[src/rtl/mem_port_arbiter_if.sv]
// Bus bundle between the two requesters, the arbiter and the shared main_memory port.
// slave = arbiter side, master = requesters plus memory side.
interface mem_port_arbiter_if #(
    parameter int ADDR_W = 32,
    parameter int DATA_W = 32
);
    logic [ADDR_W-1:0] req0_addr;
    logic              req0_write_en;
    logic [DATA_W-1:0] req0_write_data;
    logic              req0_read_addr_valid;
    logic              req0_read_ready;
    logic [DATA_W-1:0] req0_read_data;
    logic              req0_read_valid;
    logic              req0_grant;

    logic [ADDR_W-1:0] req1_addr;
    logic              req1_write_en;
    logic [DATA_W-1:0] req1_write_data;
    logic              req1_read_addr_valid;
    logic              req1_read_ready;
    logic [DATA_W-1:0] req1_read_data;
    logic              req1_read_valid;
    logic              req1_grant;

    logic [ADDR_W-1:0] memory_addr;
    logic              memory_write_en;
    logic [DATA_W-1:0] memory_write_data;
    logic              memory_read_addr_valid;
    logic              memory_read_ready;
    logic [DATA_W-1:0] memory_read_data;
    logic              memory_read_valid;

    modport slave (
        input  req0_addr, req0_write_en, req0_write_data, req0_read_addr_valid,
        input  req1_addr, req1_write_en, req1_write_data, req1_read_addr_valid,
        output req0_read_ready, req0_read_data, req0_read_valid, req0_grant,
        output req1_read_ready, req1_read_data, req1_read_valid, req1_grant,
        output memory_addr, memory_write_en, memory_write_data, memory_read_addr_valid,
        input  memory_read_ready, memory_read_data, memory_read_valid
    );

    modport master (
        output req0_addr, req0_write_en, req0_write_data, req0_read_addr_valid,
        output req1_addr, req1_write_en, req1_write_data, req1_read_addr_valid,
        input  req0_read_ready, req0_read_data, req0_read_valid, req0_grant,
        input  req1_read_ready, req1_read_data, req1_read_valid, req1_grant,
        input  memory_addr, memory_write_en, memory_write_data, memory_read_addr_valid,
        output memory_read_ready, memory_read_data, memory_read_valid
    );
endinterface

[src/rtl/mem_port_arbiter.sv]
// Two-requester arbiter for the single main_memory port: one write or one BURST_LEN refill per grant.
// Define ARB_FIXED_PRIORITY_EN to make requester 0 win every tie instead of round-robin.
module mem_port_arbiter #(
    parameter int ADDR_W    = 32,
    parameter int DATA_W    = 32,
    parameter int BURST_LEN = 8
) (
    input  logic                clk,
    input  logic                rst,
    mem_port_arbiter_if.slave   bus,
    output logic                arb_busy,
    output logic                arb_owner
);

    typedef enum logic [1:0] {
        IDLE       = 2'd0,
        WRITE      = 2'd1,
        READ_BURST = 2'd2
    } state_t;

    localparam logic [7:0] BURST_CNT = 8'(BURST_LEN);
    localparam logic [7:0] LAST_RESP = 8'(BURST_LEN - 1);

    state_t      state, state_nxt;
    logic        owner, owner_nxt;
    logic        last, last_nxt;
    logic [7:0]  addr_cnt, addr_cnt_nxt;
    logic [7:0]  resp_cnt, resp_cnt_nxt;

    logic              req0, req1, sel, sel_we;
    logic [ADDR_W-1:0] own_addr;
    logic [DATA_W-1:0] own_wdata;
    logic              own_rav, addr_ok, addr_fire;

    assign req0 = bus.req0_write_en | bus.req0_read_addr_valid;
    assign req1 = bus.req1_write_en | bus.req1_read_addr_valid;

`ifdef ARB_FIXED_PRIORITY_EN
    assign sel = ~req0;
`else
    // On a tie the requester that did not win last time goes next.
    assign sel = (req0 & req1) ? ~last : req1;
`endif

    assign sel_we    = sel ? bus.req1_write_en : bus.req0_write_en;
    assign own_addr  = owner ? bus.req1_addr : bus.req0_addr;
    assign own_wdata = owner ? bus.req1_write_data : bus.req0_write_data;
    assign own_rav   = owner ? bus.req1_read_addr_valid : bus.req0_read_addr_valid;
    assign addr_ok   = addr_cnt < BURST_CNT;
    assign addr_fire = own_rav & addr_ok & bus.memory_read_ready;

    assign bus.req0_read_data = bus.memory_read_data;
    assign bus.req1_read_data = bus.memory_read_data;

    assign arb_busy  = state != IDLE;
    assign arb_owner = owner;

    always_ff @(posedge clk or negedge rst) begin
        if (!rst) begin
            state    <= IDLE;
            owner    <= 1'b0;
            last     <= 1'b1;
            addr_cnt <= 8'd0;
            resp_cnt <= 8'd0;
        end else begin
            state    <= state_nxt;
            owner    <= owner_nxt;
            last     <= last_nxt;
            addr_cnt <= addr_cnt_nxt;
            resp_cnt <= resp_cnt_nxt;
        end
    end

    always_comb begin
        state_nxt    = state;
        owner_nxt    = owner;
        last_nxt     = last;
        addr_cnt_nxt = addr_cnt;
        resp_cnt_nxt = resp_cnt;

        bus.req0_grant             = 1'b0;
        bus.req1_grant             = 1'b0;
        bus.req0_read_ready        = 1'b0;
        bus.req1_read_ready        = 1'b0;
        bus.req0_read_valid        = 1'b0;
        bus.req1_read_valid        = 1'b0;
        bus.memory_addr            = '0;
        bus.memory_write_en        = 1'b0;
        bus.memory_write_data      = '0;
        bus.memory_read_addr_valid = 1'b0;

        case (state)
            IDLE: begin
                if (req0 | req1) begin
                    owner_nxt    = sel;
                    addr_cnt_nxt = 8'd0;
                    resp_cnt_nxt = 8'd0;
                    state_nxt    = sel_we ? WRITE : READ_BURST;
                end
            end

            WRITE: begin
                bus.req0_grant        = ~owner;
                bus.req1_grant        = owner;
                bus.memory_addr       = own_addr;
                bus.memory_write_en   = 1'b1;
                bus.memory_write_data = own_wdata;
                last_nxt              = owner;
                state_nxt             = IDLE;
            end

            READ_BURST: begin
                bus.req0_grant             = ~owner;
                bus.req1_grant             = owner;
                bus.memory_addr            = own_addr;
                // Addresses beyond the burst length are swallowed here.
                bus.memory_read_addr_valid = own_rav & addr_ok;
                bus.req0_read_ready        = ~owner & bus.memory_read_ready;
                bus.req1_read_ready        = owner & bus.memory_read_ready;
                bus.req0_read_valid        = ~owner & bus.memory_read_valid;
                bus.req1_read_valid        = owner & bus.memory_read_valid;
                if (addr_fire) begin
                    addr_cnt_nxt = addr_cnt + 8'd1;
                end
                if (bus.memory_read_valid) begin
                    resp_cnt_nxt = resp_cnt + 8'd1;
                    if (resp_cnt == LAST_RESP) begin
                        last_nxt  = owner;
                        state_nxt = IDLE;
                    end
                end
            end

            default: state_nxt = IDLE;
        endcase
    end

endmodule

[src/flat_wrapper.sv]
// flat-port wrapper written by rule: the top's interface ports become plain ports
module mem_port_arbiter_flat 
#(
    parameter int ADDR_W    = 32,
    parameter int DATA_W    = 32,
    parameter int BURST_LEN = 8
)
  (clk, rst, arb_busy, arb_owner, bus_req0_addr, bus_req0_write_en, bus_req0_write_data, bus_req0_read_addr_valid, bus_req1_addr, bus_req1_write_en, bus_req1_write_data, bus_req1_read_addr_valid, bus_req0_read_ready, bus_req0_read_data, bus_req0_read_valid, bus_req0_grant, bus_req1_read_ready, bus_req1_read_data, bus_req1_read_valid, bus_req1_grant, bus_memory_addr, bus_memory_write_en, bus_memory_write_data, bus_memory_read_addr_valid, bus_memory_read_ready, bus_memory_read_data, bus_memory_read_valid);
  mem_port_arbiter_if #(.ADDR_W(ADDR_W), .DATA_W(DATA_W)) bus_i ();
  input  logic clk;
  input  logic rst;
  output logic arb_busy;
  output logic arb_owner;
  input wire logic [$bits(bus_i.req0_addr)-1:0] bus_req0_addr;
  input wire logic [$bits(bus_i.req0_write_en)-1:0] bus_req0_write_en;
  input wire logic [$bits(bus_i.req0_write_data)-1:0] bus_req0_write_data;
  input wire logic [$bits(bus_i.req0_read_addr_valid)-1:0] bus_req0_read_addr_valid;
  input wire logic [$bits(bus_i.req1_addr)-1:0] bus_req1_addr;
  input wire logic [$bits(bus_i.req1_write_en)-1:0] bus_req1_write_en;
  input wire logic [$bits(bus_i.req1_write_data)-1:0] bus_req1_write_data;
  input wire logic [$bits(bus_i.req1_read_addr_valid)-1:0] bus_req1_read_addr_valid;
  output wire logic [$bits(bus_i.req0_read_ready)-1:0] bus_req0_read_ready;
  output wire logic [$bits(bus_i.req0_read_data)-1:0] bus_req0_read_data;
  output wire logic [$bits(bus_i.req0_read_valid)-1:0] bus_req0_read_valid;
  output wire logic [$bits(bus_i.req0_grant)-1:0] bus_req0_grant;
  output wire logic [$bits(bus_i.req1_read_ready)-1:0] bus_req1_read_ready;
  output wire logic [$bits(bus_i.req1_read_data)-1:0] bus_req1_read_data;
  output wire logic [$bits(bus_i.req1_read_valid)-1:0] bus_req1_read_valid;
  output wire logic [$bits(bus_i.req1_grant)-1:0] bus_req1_grant;
  output wire logic [$bits(bus_i.memory_addr)-1:0] bus_memory_addr;
  output wire logic [$bits(bus_i.memory_write_en)-1:0] bus_memory_write_en;
  output wire logic [$bits(bus_i.memory_write_data)-1:0] bus_memory_write_data;
  output wire logic [$bits(bus_i.memory_read_addr_valid)-1:0] bus_memory_read_addr_valid;
  input wire logic [$bits(bus_i.memory_read_ready)-1:0] bus_memory_read_ready;
  input wire logic [$bits(bus_i.memory_read_data)-1:0] bus_memory_read_data;
  input wire logic [$bits(bus_i.memory_read_valid)-1:0] bus_memory_read_valid;
  assign bus_i.req0_addr = bus_req0_addr;
  assign bus_i.req0_write_en = bus_req0_write_en;
  assign bus_i.req0_write_data = bus_req0_write_data;
  assign bus_i.req0_read_addr_valid = bus_req0_read_addr_valid;
  assign bus_i.req1_addr = bus_req1_addr;
  assign bus_i.req1_write_en = bus_req1_write_en;
  assign bus_i.req1_write_data = bus_req1_write_data;
  assign bus_i.req1_read_addr_valid = bus_req1_read_addr_valid;
  assign bus_req0_read_ready = bus_i.req0_read_ready;
  assign bus_req0_read_data = bus_i.req0_read_data;
  assign bus_req0_read_valid = bus_i.req0_read_valid;
  assign bus_req0_grant = bus_i.req0_grant;
  assign bus_req1_read_ready = bus_i.req1_read_ready;
  assign bus_req1_read_data = bus_i.req1_read_data;
  assign bus_req1_read_valid = bus_i.req1_read_valid;
  assign bus_req1_grant = bus_i.req1_grant;
  assign bus_memory_addr = bus_i.memory_addr;
  assign bus_memory_write_en = bus_i.memory_write_en;
  assign bus_memory_write_data = bus_i.memory_write_data;
  assign bus_memory_read_addr_valid = bus_i.memory_read_addr_valid;
  assign bus_i.memory_read_ready = bus_memory_read_ready;
  assign bus_i.memory_read_data = bus_memory_read_data;
  assign bus_i.memory_read_valid = bus_memory_read_valid;
  mem_port_arbiter #(.ADDR_W(ADDR_W), .DATA_W(DATA_W), .BURST_LEN(BURST_LEN)) u_core (.clk(clk), .rst(rst), .bus(bus_i), .arb_busy(arb_busy), .arb_owner(arb_owner));
endmodule
[config.mk]
export PLATFORM = sky130hd
export DESIGN_NAME = mem_port_arbiter_flat
export DESIGN_NICKNAME = d
export VERILOG_FILES = /design/src/rtl/mem_port_arbiter_if.sv /design/src/rtl/mem_port_arbiter.sv /design/src/flat_wrapper.sv
export SDC_FILE = /design/constraint.sdc
export NUM_CORES = 1
export LEC_CHECK = 0
export CAP_MARGIN = 20
export CORE_AREA = 10 10 109 111
export DETAILED_ROUTE_END_ITERATION = 8
export DIE_AREA = 0 0 119 121
export GPL_ROUTABILITY_DRIVEN = 0
export PLACE_DENSITY = 0.81
export SETUP_SLACK_MARGIN = 0.3
export SYNTH_ARGS = -nofsm -noshare
export SYNTH_HDL_FRONTEND = slang
export SYNTH_SLANG_ARGS = --single-unit
[constraint.sdc]
create_clock -name clk -period 3.8 [get_ports clk]
set_clock_uncertainty 0.05 [all_clocks]
set_input_delay 0.76 -clock clk [delete_from_list [all_inputs] [get_ports clk]]
set_output_delay 0.76 -clock clk [all_outputs]
set_load 0.01 [all_outputs]
### Yosys cells after proc, flatten, opt, wreduce, memory -nomap -nowiden

Index checks and enable logic that the tools add are counted.

| word-level totals | value |
|---|---|
| output and inout port bits | 138 |
| RAM bits | 0 |
| logic and storage cells | 65 |
| bits in read-only memories | 0 |
| register bits | 20 |
| bits in latches | 0 |
| memories | 0 |

| operators by class | value |
|---|---|
| equal/unequal tests | 7 |
| muxes and demuxes | 28 |
| magnitude comparators | 1 |
| shifts and indexed selects | 0 |
| bitwise operators | 12 |
| multipliers | 0 |
| add/subtract/negate cells | 2 |
| reductions and logical operators | 10 |
| div/mod/pow operators | 0 |

Operator list:

| operator | count |
|---|---|
| $mux W32 | 4 |
| $pmux W8 S2 | 2 |
| $mux W8 | 3 |
| $add A8 B1 Y8 const B | 2 |
| $mux W1 | 13 |
| $reduce_and A3 Y1 | 4 |
| $eq A8 B3 Y1 const B | 1 |
| $lt A8 B4 Y1 const B | 1 |
| $mux W2 | 4 |
| $and A1 B1 Y1 | 7 |
| $ne A2 B1 Y1 const B | 3 |
| $reduce_bool A2 Y1 | 3 |
| $pmux W2 S2 | 1 |
| $or A1 B1 Y1 | 3 |
| $eq A2 B1 Y1 const B | 1 |
| $eq A2 B2 Y1 const B | 1 |
| $logic_not A2 Y1 | 1 |
| $ne A2 B2 Y1 const B | 1 |
| $not A1 Y1 | 2 |
| $pmux W1 S2 | 1 |
| $reduce_and A2 Y1 | 1 |
| $reduce_or A2 Y1 | 1 |

### Longest topological paths before layout

| logic depth | value |
|---|---|
| depth in word-level cells | 7 |
| depth in mapped cells | 7 |
| depth with buffers taken out | 6 |

### Worst setup path after synthesis

No wires, ideal clock.

| timing path | value |
|---|---|
| kind | register to output |
| start point | register u_core.addr_cnt[5] |
| end point | output port bus_memory_read_addr_valid |
| cell stages (with the launch flop) | 3 |
| path slack | 1.601 ns |
| arrival | 1.389 ns |
| required time | 2.990 ns |
| buffers on the path | 0 |
| path through | dfrtp_1 -> or4_4 -> nor4b_1 |

| on the way | value |
|---|---|
| longest elaborated chain between the ends | 3 |

RTL lines:

| item | RTL line | text |
|---|---|---|
| start: declaration | mem_port_arbiter.sv:27 | `logic [7:0] addr_cnt, addr_cnt_nxt;` |
| start signal: assignment | mem_port_arbiter.sv:69 | `addr_cnt <= addr_cnt_nxt;` |
| $lt A8 B4 Y1 | mem_port_arbiter.sv:49 | `assign addr_ok = addr_cnt < BURST_CNT;` |
| $and A1 B1 Y1 | mem_port_arbiter.sv:117 | `bus.memory_read_addr_valid = own_rav & addr_ok;` |
| $mux W1 | mem_port_arbiter.sv:92 | `case (state)` |
| end: declaration | flat_wrapper.sv:33 | `output wire logic [$bits(bus_i.memory_read_addr_valid)-1:0] bus_memory_read_addr_valid;` |

Every way passes these cells.

### Worst setup path in the final report

| timing path | value |
|---|---|
| start point | input port bus_req0_read_addr_valid |
| end point | output port bus_memory_read_addr_valid |

| on the way | value |
|---|---|
| longest elaborated chain between the ends | 3 |

RTL lines:

| item | RTL line | text |
|---|---|---|
| start: declaration | flat_wrapper.sv:17 | `input wire logic [$bits(bus_i.req0_read_addr_valid)-1:0] bus_req0_read_addr_valid;` |
| $mux W1 | mem_port_arbiter.sv:48 | `assign own_rav = owner ? bus.req1_read_addr_valid : bus.req0_read_addr_valid;` |
| $and A1 B1 Y1 | mem_port_arbiter.sv:117 |  |
| $mux W1 | mem_port_arbiter.sv:92 |  |

Every way passes these cells.

==> metrics.md <==
| Metric | Value |
|---|---|
| Outcome | completed |
| Via/cell ratio | 4.574 |
| DIE WIDTH | 119 um |
| Largest net degree at the start of global routing | 35 |
| Cell mode on critical path | clkdlybuf4s50_1 |
| Clock latency on the worst-skew pair | 0.26 ns |
| Pwr Density | 585.1 nW/um^2 |
| TritonCTS clock tree | yes |
| Final Power | 0.002674 W |
| Min-Delay Path Class | flop to flop |
| Critical path depth in cells | 4 |
| Root Buffer | clkbuf_8 |
| Slowest stage cell, crit path | clkdlybuf4s50_1 |
| Post-synth top area cell | mux2i_1 |
| Worst slew pin tran | between 0.9 and 1 ns |
| Post-Syn Instances | 325 |
| Post-synth cell types | 43 |
| R2R depth | 6 |
| Drt drc | 0 |
| Worst path required time | 2.99 ns |
| Post-synthesis cell area | 2795 um^2 |
| Final nets | 634 |
| First-iteration detailed-routing DRC count | 87 |
| Number of cell rows | 36 |
| Share of cells above drive strength 1 | 0.04565 |
| Maximum clock frequency | slightly above 300 MHz |
| Leak | 1.875 nW |
| Cells along the critical path | clkdlybuf4s50_1 > mux2i_1 > nor4b_1 > clkdlybuf4s50_1 |
| WHS Path Cells | 1 |
| Clock Sinks | 20 |
| Mean post-synth cell area | 8.601 um^2 |
| Final setup violation count | 0 |
| Routed WL per cell | 18.99 um |
| Register area share after synthesis | 0.1795 |
| Fin crit share | 0.8620 |
| Total CTS buffers | 3 |
| Post-DRT Antenna Nets | 0 |
| Die Footprint | 14400 um^2 |
| Largest cells by area after synthesis | mux2i_1 (24%), buf_4 (17%), dfrtp_1 (17%), nor2b_1 (15%), ha_1 (2.2%) |
| Final Util | 0.4742 |
| Synth warn | 0 |
| Final Max Tran Viols | 0 |
| Hold_buf cts | 0 |
| Startpoint Class | primary input |
| Via count | approximately 2700 |
| Pre-Repair DR Iteration Count | 4 |
| DP HPWL | 9.595 mm |
| Pre-CTS setup slack | 0.5489 ns |
| Arrival @ worst endpoint | 2.47 ns |
| Worst path buffer plus inverter count | 2 |
| Initial core utilization | 0.2900 |
| Setup TNS | 0 ns |
| Critical path peak fanout | 6 |
| Area post-placement | 4523 um^2 |
| Critical path endpoint category | output port |
| Syn nets | roughly 500 |
| Fin area | 4571 um^2 |
| Total gr overflow | 0 |
| Top delay family on crit path | buffers and inverters |
| First-pass GRT wire length | about 17 mm |
| Hold Vio Cnt, Final | 0 |
| Fill count | 946 |
| Die Ht | roughly 120 um |
| Initial antenna violation count | 1 |
| Ports | 306 |
| Vias in the first global route | 3030 |
| Post-Route WL | 11.28 mm |
| Port Buffer Count | 209 |
| Worst VDD drop | 0.3275 mV |
| Core Area | 9639 um^2 |
| Crit Path Class | primary input to output port |
| Layout area overhead | 63.52% |
| Setup ws final | about 0.52 ns |
| Resized cells post-CTS | 0 |
| Crit path largest cell delay | 0.62 ns |
| Total track usage | 0.1411 |
| Setup bufs post-CTS | 0 |
| Post-synth top area share | 0.2399 |
| Max Cap Violations | 0 |
| Synth Register Bits | 20 |
| RSZ-0062 raised after global routing | false |
| Relative slew slack | 0.3566 |
| Htree depth | 1 |
| Minimum clock period | between 3 and 4 ns |
| CTS max path bufs | 2 |
| Clk slew on worst S/H paths | 0.08 ns |
-- path summary, 6_finish.rpt --
path                                         endpoint                     start  slack (ns)
min                                u_core.addr_cnt[6]        u_core.addr_cnt[6]        0.45
max reg2reg                        u_core.addr_cnt[0]           u_core.state[0]        1.53
max                        bus_memory_read_addr_valid  bus_req0_read_addr_valid        0.52
min reg2reg                        u_core.addr_cnt[6]        u_core.addr_cnt[6]        0.45
min in group asynchronous          u_core.resp_cnt[1]                       rst        0.98
max in group asynchronous            u_core.arb_owner                       rst        2.02
-- sequential cells by signal, summed over array words and instances (netlist names) --
signal,cells
u_core.addr_cnt,8
u_core.last,1
u_core.resp_cnt,8
u_core.state,2
u_core.arb_owner,1
-- routing by layer --
layer  part of all wire  vias to the layer above  global-route usage
met5                  0                        -                   0
met4              0.019                        0             0.03969
met3               0.12                       14             0.07492
met2               0.49                      179              0.2455
met1               0.37                     1212              0.1449
li1                   -                     1312                   -
-- power breakdown --
group          internal (W)  leakage (nW)  switching [W]  total [W]
clock             0.0000746        0.0228      0.0000708   0.000145
sequential         0.000253         0.270      0.0000966   0.000349
combinational       0.00124          1.58       0.000936    0.00218
-- final cells by class --
cell class                      instances  area [um^2]  area share
Timing Repair Buffer                  212         2127      0.4654
Clock buffer                            4        45.04    0.009855
Multi-Input combinational cell        216         1694      0.3707
Antenna cell                            1        2.502   0.0005475
Tap cell                              133        166.4     0.03641
Sequential cell                        20        505.5      0.1106
Inverter                                8        30.03    0.006570
-- per-stage QoR --
stage / hold WS, ns / instances
3_5_place_dp: 0.4269 / 589
2_1_floorplan: 0.4046 / 325
5_1_grt: 0.4629 / 594
6_report: 0.4461 / 594
4_1_cts: 0.4500 / 593
3_3_place_gp: 0.4223 / 589
-- worst reg2reg max path, cell delays in order (launching register included) --
cell     delay (ns)
dfrtp_1        0.39
inv_1          0.10
ha_1           0.56
nand2_1        0.22
o41ai_4        0.37
nand2_2        0.15
mux2_4         0.31
-- cells in the final DEF, fill, tap and decap left out, types with 2 or more instances in the layout --
cell type and n:
nand4_1 3, nand3_1 2, clkbuf_8 3, dfrtp_1 18
nor2b_1 65, o21ai_1 4, ha_1 5, a21oi_1 6
nand2b_1 2, mux2i_1 67, nand2_1 13, mux2_4 2
clkdlybuf4s50_1 209, inv_1 8, and2_1 5, a22o_1 3
and3_1 2, a21o_1 3, buf_4 2, o41ai_4 2
or3_1 2, o21ai_0 4, or4_1 3, nor2_1 4
o211ai_1 3
-- synth_stat cells (all sizes together) --
| library cell | n |
|---|---|
| a21oi | 6 |
| a41o | 1 |
| nor4 | 1 |
| o21ai | 9 |
| o22ai | 1 |
| o41ai | 2 |
| and3 | 2 |
| mux2i | 67 |
| clkbuf | 15 |
| nand2 | 14 |
| nand4 | 3 |
| mux2 | 3 |
| dfstp | 1 |
| nor2b | 65 |
| or4 | 4 |
| nand3 | 2 |
| nand2b | 2 |
| or2b | 1 |
| o211ai | 3 |
| and2 | 6 |
| nor4b | 1 |
| or3 | 2 |
| nor2 | 4 |
| or4b | 1 |
| a22o | 3 |
| inv | 8 |
| a211oi | 1 |
| a31o | 1 |
| dfrtp | 19 |
| a21o | 3 |
| buf | 66 |
| o2111ai | 2 |
| ha | 5 |
| and2b | 1 |
-- logic make-up (layout without fill, tap and decap cells) --
family	after synthesis	in the layout	share of synthesized area
DFF	20	20	0.1795
and+or+nand+nor	109	109	0.2355
buffers and inverters	89	224	0.2144
other	0	1	0
adders and majority gates	5	5	0.02238
muxes	70	70	0.2547
AOI/OAI and AO/OA	32	32	0.09356
No activity file was read; power rests on OpenSTA's default activity.
